[src/rtl/cla_addsub_pipe.sv]
// Two-stage pipelined carry-lookahead add/sub with saturation, NZVC flags and
// valid/ready back-pressure. The carry chain is cut between the two halves.
module cla_addsub_pipe #(
    parameter int WIDTH = 16,
    parameter int GROUP = 4
) (
    input  logic             clk,
    input  logic             rst,
    input  logic             in_valid,
    output logic             in_ready,
    input  logic [WIDTH-1:0] a,
    input  logic [WIDTH-1:0] b,
    input  logic [1:0]       mode,
    output logic             out_valid,
    input  logic             out_ready,
    output logic [WIDTH-1:0] result,
    output logic             flag_n,
    output logic             flag_z,
    output logic             flag_v,
    output logic             flag_c
);
    localparam int H  = WIDTH / 2;
    localparam int NG = H / GROUP;

    // Group generate/propagate for the block-level carry chain: {G, P}
    function automatic logic [1:0] grp_gp(input logic [3:0] g, input logic [3:0] p);
        return {g[3] | (p[3] & g[2]) | (p[3] & p[2] & g[1]) | (p[3] & p[2] & p[1] & g[0]), &p};
    endfunction

    function automatic logic [3:0] grp_sum(input logic [3:0] g, input logic [3:0] p, input logic ci);
        logic [3:0] c;
        c[0] = ci;
        c[1] = g[0] | (p[0] & ci);
        c[2] = g[1] | (p[1] & g[0]) | (p[1] & p[0] & ci);
        c[3] = g[2] | (p[2] & g[1]) | (p[2] & p[1] & g[0]) | (p[2] & p[1] & p[0] & ci);
        return p ^ c;
    endfunction

    // One half of the datapath: {carry_out, sum}
    function automatic logic [H:0] half_add(input logic [H-1:0] x, input logic [H-1:0] y, input logic ci);
        logic [H-1:0] g, p, s;
        logic [NG:0]  cg;
        logic [1:0]   gp;
        g     = x & y;
        p     = x ^ y;
        s     = '0;
        cg    = '0;
        cg[0] = ci;
        for (int k = 0; k < NG; k++) begin
            gp        = grp_gp(g[GROUP*k +: 4], p[GROUP*k +: 4]);
            cg[k+1]   = gp[1] | (gp[0] & cg[k]);
            s[GROUP*k +: 4] = grp_sum(g[GROUP*k +: 4], p[GROUP*k +: 4], cg[k]);
        end
        return {cg[NG], s};
    endfunction

    logic             s1_valid_q, s2_valid_q;
    logic [H-1:0]     lo_sum_q, a_hi_q, b_hi_q;
    logic             c_mid_q, sat_q;
    logic [WIDTH-1:0] result_q, result_d;
    logic             n_q, z_q, v_q, c_q, v_d, c_d;
    logic             s1_adv, s2_adv;
    logic [WIDTH-1:0] beff, raw;
    logic [H:0]       lo, hi;

    assign s2_adv   = !s2_valid_q || out_ready;
    assign s1_adv   = !s1_valid_q || s2_adv;
    assign in_ready = s1_adv;

    assign beff = mode[0] ? ~b : b;
    assign lo   = half_add(a[H-1:0], beff[H-1:0], mode[0]);

    always_comb begin
        hi       = half_add(a_hi_q, b_hi_q, c_mid_q);
        raw      = {hi[H-1:0], lo_sum_q};
        c_d      = hi[H];
        v_d      = (a_hi_q[H-1] == b_hi_q[H-1]) && (raw[WIDTH-1] != a_hi_q[H-1]);
        result_d = raw;
        if (sat_q && v_d)
            result_d = a_hi_q[H-1] ? {1'b1, {(WIDTH-1){1'b0}}} : {1'b0, {(WIDTH-1){1'b1}}};
    end

    always_ff @(posedge clk) begin
        if (rst) begin
            s1_valid_q <= 1'b0;
            s2_valid_q <= 1'b0;
            lo_sum_q   <= '0;
            a_hi_q     <= '0;
            b_hi_q     <= '0;
            c_mid_q    <= 1'b0;
            sat_q      <= 1'b0;
            result_q   <= '0;
            n_q        <= 1'b0;
            z_q        <= 1'b0;
            v_q        <= 1'b0;
            c_q        <= 1'b0;
        end else begin
            if (s1_adv) begin
                s1_valid_q <= in_valid;
                if (in_valid) begin
                    lo_sum_q <= lo[H-1:0];
                    c_mid_q  <= lo[H];
                    a_hi_q   <= a[WIDTH-1:H];
                    b_hi_q   <= beff[WIDTH-1:H];
                    sat_q    <= mode[1];
                end
            end
            if (s2_adv) begin
                s2_valid_q <= s1_valid_q;
                if (s1_valid_q) begin
                    result_q <= result_d;
                    n_q      <= result_d[WIDTH-1];
                    z_q      <= (result_d == '0);
                    v_q      <= v_d;
                    c_q      <= c_d;
                end
            end
        end
    end

    assign out_valid = s2_valid_q;
    assign result    = result_q;
    assign flag_n    = n_q;
    assign flag_z    = z_q;
    assign flag_v    = v_q;
    assign flag_c    = c_q;
endmodule
[config.mk]
export PLATFORM = sky130hd
export DESIGN_NAME = cla_addsub_pipe
export DESIGN_NICKNAME = d
export VERILOG_FILES = /design/src/rtl/cla_addsub_pipe.sv
export SDC_FILE = /design/constraint.sdc
export NUM_CORES = 1
export LEC_CHECK = 0
export BUFFER_PORTS_ARGS = -buffer_cell sky130_fd_sc_hd__clkbuf_2
export CORE_MARGIN = 5
export CORE_UTILIZATION = 57
export DETAILED_ROUTE_END_ITERATION = 6
export GPL_ROUTABILITY_DRIVEN = 0
export PLACE_DENSITY_LB_ADDON = 0.2
export SYNTH_ARGS = -nofsm -noshare
export SYNTH_HDL_FRONTEND = slang
export SYNTH_SLANG_ARGS = --single-unit
[constraint.sdc]
create_clock -name clk -period 7.35 [get_ports clk]
set_clock_uncertainty 0.05 [all_clocks]
set_input_delay 0.735 -clock clk [delete_from_list [all_inputs] [get_ports clk]]
set_output_delay 0.735 -clock clk [all_outputs]
set_load 0.01 [all_outputs]
==> out/results.ini <==
[sta]
worst_slew_pin_slew_ns = 1.10
min_period_ns = 2.86
tns_ns = 0
setup_violations = 0
fmax_mhz = 350
hold_viol = 0
relSlewSlack = 0.269
setup_slack_ns = 4.49
hold_slack_ns = 0.402
slew_violations = 0
rsz0062_at_grt = false
fin_crit_sh = 0.389

[floorplan]
num_rows = 24
boundaryPins = 60
die_w_um = 76.1
start_util = 0.579
core_um2 = 4290
dieArea_um2 = 5790
die-height_um = 76.1

[pwr]
p_sw_frac = 0.267
p_leak_nw = 1.32
combinationalPowerShare = 0.213
peakVddDrop_mv = 0.118
seq_power_share = 0.448
internal_power_mw = 0.472
powerDensity_nw_per_um2 = 222
power.share.clock = 0.339
power.switching_mw = 0.172

[critical_path]
reg2reg_slack_ns = 4.49
reg2regPathDepth = 10
cp_max_fo = 3
cp.arrival_ns = 3.02
start_kind = register
r2r_end = flag_z
r2r-start = a_hi_q[0]
required_ns = 7.51
endpoint_kind = register
crit_start = a_hi_q[0]
critPathKind = register to register

[synth]
ys.flop_type = dfxtp_1
synth_top_cell_by_area = dfxtp_1
synth_area_leaders = dfxtp_1 (38%), ha_1 (8.0%), nor2_1 (5.9%)
synth_seq_cells = 47
synth_area_per_cell_um2 = 8.70
syn_nets = 343
synth_top_cells_by_count = dfxtp_1 (47), nor2_1 (39), nand2_1 (33), a21oi_1 (22), ha_1 (16)
synth_edf_count = 0
synth_warnings = 0
synthArstFlopShare = 0
yosysTopAreaCellShare = 0.378
seq_area_frac_synth = 0.378
synth.distinct_cells = 47
yosysMostFrequentCell = dfxtp_1
postSynthCellCount = 286
synth_area_um2 = 2490

[global_routing]
grtUsageTotal = 0.181
antenna_found_initial = 0
grt_max_degree = 38
grt_pass1_wl_mm = 8.86
overflow = 0
grt_pass1_vias = 1959

[placed_design]
dp.cells = 380
dp.final_hpwl_mm = 3.91
place_ws_ns = 4.17
io_buffers = 59
place_area_um2 = 2760

[drt]
wl_met3_um = 319
vias = 2116
via_per_inst = 5.45
wirelength_met1_mm = 2.36
totalWireLength_mm = 5.10
drt_iter0_drc = 100
drc = 0
drtAntennaViolNets = 0
highest_layer = met4
routedWlPerCell_um = 13.1
firstDrtPassIters = 4
wl_met2_mm = 2.35

[flow_run]
drv_cap = 0

[layout]
fill_cells = 365
syn_to_final_growth_pct = 16.4
instances_no_fill = 388
drive_above_1_share = 0.229
antenna_cells = 0
nets = 392
stdcell_area_um2 = 2900

[min_path]
worstHoldStart = flag_v
min_path_type = register to register
holdPathEnd = flag_v
whs_path_depth = 2

[cts]
clock_latency_ns = 0.29
ctsHoldBuffers = 0
cts_setup_buffers = 0
clkTransAtPathRegs_ns = 0.08
clockBufferDepth = 2
clkSinkCount = 47
cts_tree = built
cts_made_buffers = 5
cts_root_buffer = clkbuf_8
post_cts_resized = 0
h-tree-depth = 2

[status]
status = finished clean

==> metrics by stage <==
stage / util / power [mW]
2_1_floorplan: - / 0.393
6_report: 0.675 / 0.644
3_5_place_dp: 0.644 / 0.432
5_1_grt: 0.675 / 0.682
4_1_cts: 0.675 / 0.650
3_3_place_gp: 0.644 / 0.429
==> worst max-delay path, cell delays in order, from the launching register on <==
cell and delay (ns):
dfxtp_1 0.34, ha_1 0.34, a211oi_4 0.29, nor2_1 0.12, o21ai_0 0.23, nand2b_1 0.10, fa_1 0.48, nor3_1 0.18
nand4_1 0.12, or4_4 0.43, o32ai_2 0.10
==> worst max-delay path by stage <==
stage	to	depth (start not counted)	slack (ns)
final	flag_z	10	4.49
after floorplan	lo_sum_q[4]	9	4.37
after global placement	lo_sum_q[5]	10	4.22
after global routing	flag_z	10	4.24
after detailed placement	lo_sum_q[5]	10	4.17
after CTS	lo_sum_q[5]	10	4.48
==> placed cells by master, fill, tap and decap left out, drive strengths merged, types with 3 or more instances in the layout <==
| master | Yosys | layout |
|---|---|---|
| a211oi | 15 | 15 |
| a21o | 4 | 4 |
| a21oi | 23 | 23 |
| clkbuf | 9 | 65 |
| dfxtp | 47 | 47 |
| fa | 3 | 3 |
| ha | 16 | 16 |
| inv | 8 | 8 |
| nand2 | 33 | 33 |
| nor2 | 39 | 39 |
| nor3 | 3 | 3 |
| o21ai | 7 | 7 |
| o22ai | 14 | 14 |
| xnor2 | 12 | 12 |
| xor2 | 13 | 13 |
==> power by group through the flow <==
stage / combinational [mW] / sequential (mW) / clock (mW)
after floorplan: 0.0990 / 0.294 / 0
after global placement: 0.135 / 0.294 / 0
after detailed placement: 0.137 / 0.295 / 0
after CTS: 0.138 / 0.289 / 0.223
after global routing: 0.155 / 0.292 / 0.235
final: 0.137 / 0.289 / 0.218
==> per-layer routing <==
metal,GRT usage,vias to the layer above
met5,0,-
met1,0.236,953
li1,-,1095
met2,0.289,62
met3,0.0449,6
met4,0.0612,0
==> state kept, by name, summed over array words and instances, names as in the netlist <==
name        cells
lo_sum_q        8
b_hi_q          8
flag_c          1
out_valid       1
a_hi_q          8
flag_z          1
s1_valid_q      1
result         16
c_mid_q         1
sat_q           1
flag_v          1
==> final cells by class <==
cell class | count | area, um^2 | area share
timing repair buffer | 60 | 303 | 0.105
sequential | 47 | 941 | 0.325
clock inverter | 2 | 60.1 | 0.0207
inverter | 8 | 30.0 | 0.0104
clock buffer | 6 | 72.6 | 0.0251
tap | 52 | 65.1 | 0.0225
multi-input combinational | 213 | 1430 | 0.492
==> cells by family (layout without fill, tap and decap cells) <==
| family | count (synthesis) | count (layout) | share of synthesized area |
|---|---|---|---|
| xor+xnor | 25 | 25 | 0.0880 |
| fa+ha+maj | 19 | 19 | 0.105 |
| flops | 47 | 47 | 0.378 |
| mux | 2 | 2 | 0.00805 |
| buf+inv | 26 | 76 | 0.0488 |
| compound gates | 71 | 71 | 0.199 |
| simple gates | 96 | 96 | 0.174 |
No activity file was read; power rests on OpenSTA's default activity.
